<file path="src/rtl/apb_slave_pkg.sv">
// Shared types and constants for the APB wait-state completer.
package apb_slave_pkg;

  localparam int unsigned APB_ADDR_W = 8;
  localparam int unsigned APB_DATA_W = 8;
  localparam int unsigned WCNT_W     = 4;

  localparam logic [APB_DATA_W-1:0] APB_PRDATA_DFLT = 8'h00;

  typedef enum logic {
    IDLE,
    ACCESS
  } apb_state_e;

  function automatic logic addr_in_range(input logic [31:0] addr, input int unsigned depth);
    return addr < depth;
  endfunction

endpackage

</file>
<file path="src/rtl/apb_slave_regfile.sv">
// Byte register array: async clear, one synchronous write port, one combinational read port.
module apb_slave_regfile #(
  parameter int unsigned ADDR_W    = 8,
  parameter int unsigned DATA_W    = 8,
  parameter int unsigned MEM_DEPTH = 64
) (
  input  logic              i_clk,
  input  logic              i_rst_n,
  input  logic              i_we,
  input  logic [ADDR_W-1:0] i_waddr,
  input  logic [DATA_W-1:0] i_wdata,
  input  logic [ADDR_W-1:0] i_raddr,
  output logic [DATA_W-1:0] o_rdata
);

  logic [DATA_W-1:0] r_mem [MEM_DEPTH];

  always_ff @(posedge i_clk or negedge i_rst_n) begin
    if (!i_rst_n) begin
      for (int i = 0; i < int'(MEM_DEPTH); i++) begin
        r_mem[i] <= '0;
      end
    end else begin
      for (int i = 0; i < int'(MEM_DEPTH); i++) begin
        if (i_we && (i_waddr == ADDR_W'(i))) begin
          r_mem[i] <= i_wdata;
        end
      end
    end
  end

  // Address decode as a compare per word so out-of-range addresses never index the array.
  always_comb begin
    o_rdata = '0;
    for (int i = 0; i < int'(MEM_DEPTH); i++) begin
      if (i_raddr == ADDR_W'(i)) begin
        o_rdata = r_mem[i];
      end
    end
  end

endmodule

</file>
<file path="src/rtl/apb_wait_slave.sv">
// APB3 completer with WAIT_CYCLES wait states over a byte register file.
// Define APB_WAIT_SLAVE_ERR_EN to report out-of-range accesses on PSLVERR.
module apb_wait_slave
  import apb_slave_pkg::*;
#(
  parameter int unsigned ADDR_W      = APB_ADDR_W,
  parameter int unsigned DATA_W      = APB_DATA_W,
  parameter int unsigned MEM_DEPTH   = 64,
  parameter int unsigned WAIT_CYCLES = 2
) (
  input  logic              PCLK,
  input  logic              PRESETn,
  input  logic              PSEL,
  input  logic              PENABLE,
  input  logic              PWRITE,
  input  logic [ADDR_W-1:0] PADDR,
  input  logic [DATA_W-1:0] PWDATA,
  output logic [DATA_W-1:0] PRDATA,
  output logic              PREADY,
  output logic              PSLVERR
);

  apb_state_e        r_state;
  logic [WCNT_W-1:0] r_wcnt;
  logic [ADDR_W-1:0] r_addr;
  logic              r_write;

  logic              w_ready;
  logic              w_complete;
  logic              w_in_range;
  logic              w_we;
  logic [DATA_W-1:0] w_rdata;

  assign w_ready    = (r_state == ACCESS) && (r_wcnt == '0);
  assign w_complete = w_ready && PSEL && PENABLE;
  assign w_in_range = addr_in_range(32'(r_addr), MEM_DEPTH);
  assign w_we       = w_complete && r_write && w_in_range;

  // Address and direction are latched at setup; PWDATA is taken live on the completing edge.
  always_ff @(posedge PCLK or negedge PRESETn) begin
    if (!PRESETn) begin
      r_state <= IDLE;
      r_wcnt  <= '0;
      r_addr  <= '0;
      r_write <= 1'b0;
    end else begin
      case (r_state)
        IDLE: begin
          if (PSEL && !PENABLE) begin
            r_state <= ACCESS;
            r_wcnt  <= WCNT_W'(WAIT_CYCLES);
            r_addr  <= PADDR;
            r_write <= PWRITE;
          end
        end
        ACCESS: begin
          if (!PSEL) begin
            r_state <= IDLE;
            r_wcnt  <= '0;
          end else if (PENABLE) begin
            if (r_wcnt != '0) begin
              r_wcnt <= r_wcnt - 1'b1;
            end else begin
              r_state <= IDLE;
            end
          end
        end
        default: begin
          r_state <= IDLE;
          r_wcnt  <= '0;
        end
      endcase
    end
  end

  apb_slave_regfile #(
    .ADDR_W    (ADDR_W),
    .DATA_W    (DATA_W),
    .MEM_DEPTH (MEM_DEPTH)
  ) u_regfile (
    .i_clk   (PCLK),
    .i_rst_n (PRESETn),
    .i_we    (w_we),
    .i_waddr (r_addr),
    .i_wdata (PWDATA),
    .i_raddr (r_addr),
    .o_rdata (w_rdata)
  );

  assign PREADY = w_ready;
  assign PRDATA = (w_ready && !r_write && w_in_range) ? w_rdata : DATA_W'(APB_PRDATA_DFLT);

`ifdef APB_WAIT_SLAVE_ERR_EN
  assign PSLVERR = w_ready && !w_in_range;
`else
  assign PSLVERR = 1'b0;
`endif

endmodule

</file>
<file path="config.mk">
export PLATFORM = sky130hd
export DESIGN_NAME = apb_wait_slave
export DESIGN_NICKNAME = d
export VERILOG_FILES = /design/src/rtl/apb_slave_pkg.sv /design/src/rtl/apb_slave_regfile.sv /design/src/rtl/apb_wait_slave.sv
export SDC_FILE = /design/constraint.sdc
export NUM_CORES = 1
export LEC_CHECK = 0
export CAP_MARGIN = 25
export CORE_UTILIZATION = 65
export CTS_BUF_LIST = sky130_fd_sc_hd__clkbuf_8
export DETAILED_ROUTE_END_ITERATION = 6
export HOLD_SLACK_MARGIN = 0.1
export PLACE_DENSITY = 0.82
export SYNTH_ARGS = -nofsm -noshare
export SYNTH_HDL_FRONTEND = slang
export SYNTH_SLANG_ARGS = --single-unit
</file>
<file path="constraint.sdc">
create_clock -name PCLK -period 3.5 [get_ports PCLK]
set_clock_uncertainty 0.15 [all_clocks]
set_input_delay 1.05 -clock PCLK [delete_from_list [all_inputs] [get_ports PCLK]]
set_output_delay 1.05 -clock PCLK [all_outputs]
set_load 0.02 [all_outputs]
</file>
==> qor.yml, run 1 <==
worst-r2r-cell-count: 11
num_rows: 73
port_buffers: 29
detailedPlacementHpwl_mm: 72.19
cts_buffers: 87
syn2layout_area_growth_pct: 27.59
synthAdderAreaFrac_pct: 0.04709
syn_avg_cell_area_um2: 11.97
antenna_found_initial: 2
peakVddDrop_mv: 0.4225
crit_type: "flop to output pin"
async_reset_ff_share_pct: 100.0
seqCellArea_mm2: 0.01317
die_y_um: 204.2
fmax_ghz: 0.2063
netlist_area_mm2: 0.02657
hold_class: "primary input to async pin"
drv_cap: 0
yosysWarnings: 0
power_frac_comb_pct: 24.8
post-route-util_pct: 84.73
hold_violations: 0
grt_pass1_wl_mm: 157.8
clock_power_share_pct: 36.1
syn_nets: 2241
track_usage_pct: 52.67
crit_path_start_kind: "flop"
gr-total-overflow: 0
routed_wl_mm: 109.9
post-route-period-util_pct: 138.5
multi_input_area_mm2: 0.01331
yosysTopAreaCell: "dfrtp_1"
synth-simple-area-share_pct: 9.466
finalMaxSlewViolations: 0
setup_tns_ns: -10.10
coreArea_mm2: 0.04001
n_fill_cell: 2059
rsz0062_at_grt: "yes"
vias: 23890
clockBufferDepth: 3
drt-vias-per-instance: 7.345
status: "complete, but fails checks"
fin_area_mm2: 0.03390
synthXorXnorAreaFrac_pct: 0
max-slew-margin-rel_pct: 29.15
ant_nets: 0
critPathCapture: "PRDATA[2]"
min_period_ns: 4.847
ios: 31
swShare_pct: 31.95
synth_common_cells: "dfrtp_1 (526), mux2_2 (522), o21ai_0 (116)"
path_max_fanout: 7
firstDrtPassIters: 7
cts.clk_slew.worst_paths_ns: 0.07
initial_utilization_pct: 66.41
p_seq_share_pct: 39.1
place_inst: 3056
rrSetupSlack_ns: 0.44
synth_compound_area_share_pct: 13.01
synth_top_area_share_pct: 49.54
violations: "setup timing"
grt_pass1_vias: 23680
r2r-end: "u_regfile.r_mem[14]$_DFFE_PN0P_"
synth_most_common_cell: "dfrtp_1"
finalSetupViolations: 8
synth-edff-count: 0
worstMarginPinSlew_ns: 1.063
htree_levels: 3
synthMuxAreaShare_pct: 24.15
cts_tree: "built"
synth_top_family_by_area: "multiplexers"
p_sw_uw: 5041
numClockSinks: 526
final_cells: 3252
clkLatencyLatePin_ns: 0.72
ys_seq_elements: 526
p_per_area_mw_per_mm2: 465.4
layout_setup_ws_ns: -1.347
placement.cell_area_mm2: 0.03061
avgRoutedWirePerCell_um: 33.78
dieArea_mm2: 0.04169
drc: 0
synth.area.top_cells: "dfrtp_1 (50%), mux2_2 (22%), o21ai_0 (2.2%), a21oi_1 (1.9%), nand2_1 (1.5%)"
ys_seq_area_share_pct: 49.54
drt_iter0_drc: 3658
die_w_um: 204.2
gp_congestion: 1.094
r2r_start: "r_addr[7]$_DFFE_PN0P_"
p_int_uw: 10740
crit_start: "r_addr[1]$_DFFE_PN0P_"
leakage_uw: 0.01610
clockRootBuffer: "clkbuf_8"
grt_max_degree: 88
holdWs_ns: 0.1674
required_ns: 2.30
nNetsFinal: 2675
drive_gt1_share_pct: 51.23
ys_types: 97
cp-end-kind: "output pin"
worstPathArrival_ns: 3.65
synth-main-ff-cell: "dfrtp_1"
syn_inst: 2219
kinds of logic (layout without fill, tap and decap cells):
group	after synthesis	count (layout)
flip-flops	526	526
adder cells (fa/ha/maj)	1	1
multiplexers	571	571
AO/OA/AOI/OAI	514	514
buffers and inverters	186	686
AND/OR/NAND/NOR	420	420
other	1	9
area by class of cell:
class,count,share of cell area (%)
multi-input combinational,1507,39.27
sequential,526,38.86
timing repair buffer,524,14.49
clock buffer,109,4.425
tap,525,1.938
clock inverter,46,0.8748
inverter,7,0.07751
antenna,8,0.05906
worst min path at each step:
stage               slack (ns)                        startpoint                                to  cells after the start
floorplan                 0.30  u_regfile.r_mem[264]$_DFFE_PN0P_  u_regfile.r_mem[264]$_DFFE_PN0P_                      1
global placement          0.31  u_regfile.r_mem[266]$_DFFE_PN0P_  u_regfile.r_mem[266]$_DFFE_PN0P_                      1
detailed placement        0.32  u_regfile.r_mem[266]$_DFFE_PN0P_  u_regfile.r_mem[266]$_DFFE_PN0P_                      1
CTS                       0.18                           PRESETn  u_regfile.r_mem[361]$_DFFE_PN0P_                      1
global route              0.19                           PRESETn  u_regfile.r_mem[360]$_DFFE_PN0P_                      1
finish                    0.17                           PRESETn  u_regfile.r_mem[360]$_DFFE_PN0P_                      1
flip-flops by register name, summed over array words and instances, names as in the netlist:
signal	count
r_wcnt	4
r_state	1
u_regfile.r_mem	512
r_write	1
r_addr	8
power by group through the flow:
stage               registers [µW]  clock network [µW]  logic, µW
finish                        6170                5700       3910
global route                  6170                5950       3930
CTS                           6160                5650       3470
detailed placement            6280                   0       3100
global placement              6270                   0       3060
floorplan                     6250                   0       1430
worst max-delay path, cell delays in order, from the launching register on:
cell	delay (ns)
dfrtp_4	0.46
buf_12	0.15
buf_12	0.15
mux2_2	0.34
mux2_2	0.28
o2111ai_2	0.25
a221oi_2	0.12
buf_4	0.16
o22ai_2	0.22
a31oi_1	0.12
buf_4	0.17
o2111ai_4	0.26
a21oi_2	0.12
buf_6	0.14
cell usage in the layout (no fill, tap or decap), types with 8 or more instances in the layout:
cell	synthesis	final
a211oi_1	21	12
a211oi_2	3	10
a21o_1	11	11
a21oi_1	100	82
a21oi_2	1	18
a221o_1	11	11
a221oi_1	19	9
a221oi_2	1	9
a22oi_1	37	32
a31oi_1	20	16
and2_1	10	10
and3_1	8	8
buf_12	0	55
buf_4	28	402
buf_6	18	40
clkbuf_8	0	109
clkdlybuf4s50_1	0	11
clkinv_2	0	8
dfrtp_1	526	522
diode_2	0	8
inv_1	4	36
mux2_2	522	522
mux2i_1	39	37
nand2_1	105	98
nand2_2	2	8
nand2b_1	15	13
nand3_1	15	14
nor2_1	89	78
nor2_2	31	36
nor2_4	31	37
nor2b_1	14	10
nor3_1	27	20
o21ai_0	116	94
o21ai_1	12	28
o221ai_1	15	12
o22ai_1	42	32
o22ai_2	1	8
routing by layer:
metal,track usage (%),vias up,wire length [µm]
li1,-,9183,-
met1,68.59,11890,39600
met2,74.59,2170,45690
met3,19.44,642,15700
met4,32.62,2,8866
met5,0,-,9
repair_timing:
action	4_1_cts	5_1_grt
gates resized for setup	188	107
hold buffers	0	0
pin swaps	59	50
endpoints found under the setup margin	9	9
gates cloned	3	2
setup buffers	18	14
per-stage QoR:
stage | total power (µW) | setup WS [ns]
floorplan | 7683 | 0.02818
detailed placement | 9374 | -1.271
CTS | 15280 | -1.232
finish | 15780 | -1.347
global placement | 9335 | -1.320
global route | 16050 | -1.389
No activity file was read; power rests on OpenSTA's default activity.
==> inputs of run 2 (changes only) <==
--- a/config.mk
+++ b/config.mk
@@ -5,7 +5,8 @@
 export SDC_FILE = /design/constraint.sdc
 export NUM_CORES = 1
 export LEC_CHECK = 0
-export CAP_MARGIN = 25
+export CAP_MARGIN = 20
+export CORE_MARGIN = 2
 export CORE_UTILIZATION = 65
 export CTS_BUF_LIST = sky130_fd_sc_hd__clkbuf_8
 export DETAILED_ROUTE_END_ITERATION = 6
==> qor.yml, run 2 (synthesis results as in run 1) <==
status: "complete, but fails checks"
violations: "DRC, setup timing"
grt_max_degree: 84  # -4.5%
finalSetupViolations: 8  # unchanged
dieArea_mm2: 0.04251  # +2.0%
crit_type: "flop to output pin"
gr-total-overflow: 0  # unchanged
clkLatencyLatePin_ns: 0.73  # about the same
fin_area_mm2: 0.03462  # +2.1%
largest_reg_flops: 512  # unchanged
hold_violations: 0  # unchanged
peakVddDrop_mv: 0.4554  # +7.8%
worstPathArrival_ns: 3.80  # +0.15 ns
holdWs_ns: 0.1118  # -0.05565 ns
die_y_um: 206.2  # +0.98%
post-route-period-util_pct: 142.8  # +4.3 points
place_inst: 3071  # +0.49%
cts_buffers: 86  # -1.1%
htree_levels: 3  # unchanged
n_fill_cell: 1981  # -3.8%
path_max_fanout: 8  # +1
drt-vias-per-instance: 7.423  # +1.1%
cp_cell_sequence: "buf_12 -> buf_6 -> nor2b_4 -> buf_6 -> a21oi_2 -> nor3_1 -> a221o_1 -> a211oi_2 -> o221ai_4 -> a21oi_4 -> o21ai_2 -> buf_6"
firstDrtPassIters: 7  # unchanged
layout_setup_ws_ns: -1.498  # -0.1513 ns
rsz0062_at_grt: "yes"
ant_nets: 0  # unchanged
leakage_uw: 0.01629  # +1.2%
detailedPlacementHpwl_mm: 75.48  # +4.6%
critical_path_buf_inv_count: 4  # -1
required_ns: 2.30  # about the same
p_per_area_mw_per_mm2: 476.3  # +2.3%
final_cell_mix: "mux2_2 (521), dfrtp_1 (518), buf_4 (412)"
cp_slowest_cell: "dfrtp_4"
vias: 24330  # +1.9%
cp_common_cell: "buf_6"
layout_commonest_cell: "mux2_2"
ios: 31  # unchanged
cp-end-kind: "output pin"
drt_iter0_drc: 3876  # +6.0%
worstMarginPinSlew_ns: 0.9358  # -0.1270 ns
cts_tree: "built"
cts.clk_slew.worst_paths_ns: 0.07  # about the same
drv_cap: 0  # unchanged
avgRoutedWirePerCell_um: 34.61  # +2.5%
drc: 14  # +14
port_buffers: 29  # unchanged
max-slew-margin-rel_pct: 37.61  # +8.5 points
clockRootBuffer: "clkbuf_8"
die_w_um: 206.2  # +0.98%
numClockSinks: 526  # unchanged
syn2layout_area_growth_pct: 30.32
ctsHoldBuffers: 0  # unchanged
crit_path_start_kind: "flop"
track_usage_pct: 52.83  # +0.16 points
routed_wl_mm: 113.5  # +3.3%
finalMaxSlewViolations: 0  # unchanged
drive_gt1_share_pct: 52.90  # +1.7 points
grt_pass1_wl_mm: 160.4  # +1.7%
final_cells: 3278  # +0.80%
initial_utilization_pct: 65.51  # -0.90 points
max_stage_delay_ns: 0.56  # +0.10 ns
path_delay_family: "compound AO/OA/AOI/OAI gates"
gp_congestion: 1.086  # -0.76%
top_register: "u_regfile.r_mem"
num_rows: 74  # +1.4%
fmax_ghz: 0.2001  # -3.0%
grt_pass1_vias: 24010  # +1.4%
hold_class: "primary input to async pin"
top_regs: "u_regfile.r_mem x512, r_addr x8, r_wcnt x4"
min_period_ns: 4.998  # +0.1513 ns
antenna_found_initial: 4  # +2
nNetsFinal: 2700  # +0.93%
clockBufferDepth: 3  # unchanged
coreArea_mm2: 0.04055  # +1.4%
placement.cell_area_mm2: 0.03088  # +0.88%
[run 2: cell types whose count changed in the layout (fill, tap and decap cells not counted), sizes merged]
cell           previous run  this run
clkinv                   10        18
clkdlybuf4s15             1         0
inv                      38        21
diode                     8         3
clkbuf                  111       104
clkinvlp                  1         6
buf                     508       538
bufinv                    4        12
bufbuf                    2         0
[run 2: report_power, final]
group | leakage (µW) | total (µW) | switching [µW] | internal [µW]
sequential | 0.00731 | 6200 | 76.8 | 6130
clock | 0.00106 | 6230 | 2670 | 3570
combinational | 0.00792 | 4060 | 2440 | 1620
[run 2: timing repair]
item,CTS,global route
cloned,4,0
pin swaps,47,70
setup endpoints to repair,9,9
buffers inserted,31,24
resized for setup,195,137
[run 2: path summary, 6_finish.rpt]
path                                               endpoint  slack, ns  cells after the start                        startpoint
setup / recovery                                  PRDATA[4]      -1.50                     12             r_addr[1]$_DFFE_PN0P_
hold / removal             u_regfile.r_mem[449]$_DFFE_PN0P_       0.11                      1                           PRESETn
setup reg to reg            u_regfile.r_mem[53]$_DFFE_PN0P_       0.45                      9             r_addr[1]$_DFFE_PN0P_
hold reg to reg            u_regfile.r_mem[265]$_DFFE_PN0P_       0.36                      1  u_regfile.r_mem[265]$_DFFE_PN0P_
max in group asynchronous             r_addr[4]$_DFFE_PN0P_       2.18                      2                           PRESETn
min in group PCLK          u_regfile.r_mem[265]$_DFFE_PN0P_       0.36                      1  u_regfile.r_mem[265]$_DFFE_PN0P_
[run 2: routing by layer]
layer / track usage (%) / routed length (µm) / vias up
li1: - / - / 9190
met1: 67.81 / 39560 / 11950
met2: 74.94 / 46170 / 2391
met3: 20.06 / 17470 / 799
met4: 34.26 / 10210 / 6
met5: 0 / 43 / -
[run 2: metrics by stage]
stage	setup slack [ns]	setup TNS [ns]	util, %	power [µW]
final	-1.498	-10.82	85.38	16490
after CTS	-1.245	-9.559	83.53	15920
after global placement	-1.449	-9.582	76.15	9409
after floorplan	0.02818	0	-	7683
after global routing	-1.476	-10.69	85.36	16750
after detailed placement	-1.483	-10.19	76.15	9438
[run 2: area by class of cell]
cell class | count | area (µm²) | area share (%)
Clock inverter | 50 | 550.5 | 1.590
Inverter | 7 | 28.78 | 0.08311
Timing Repair Buffer | 550 | 5264 | 15.20
Clock buffer | 103 | 1418 | 4.094
Sequential cell | 526 | 13180 | 38.06
Antenna cell | 3 | 7.507 | 0.02168
Tap cell | 532 | 665.6 | 1.922
Multi-Input combinational cell | 1507 | 13510 | 39.03
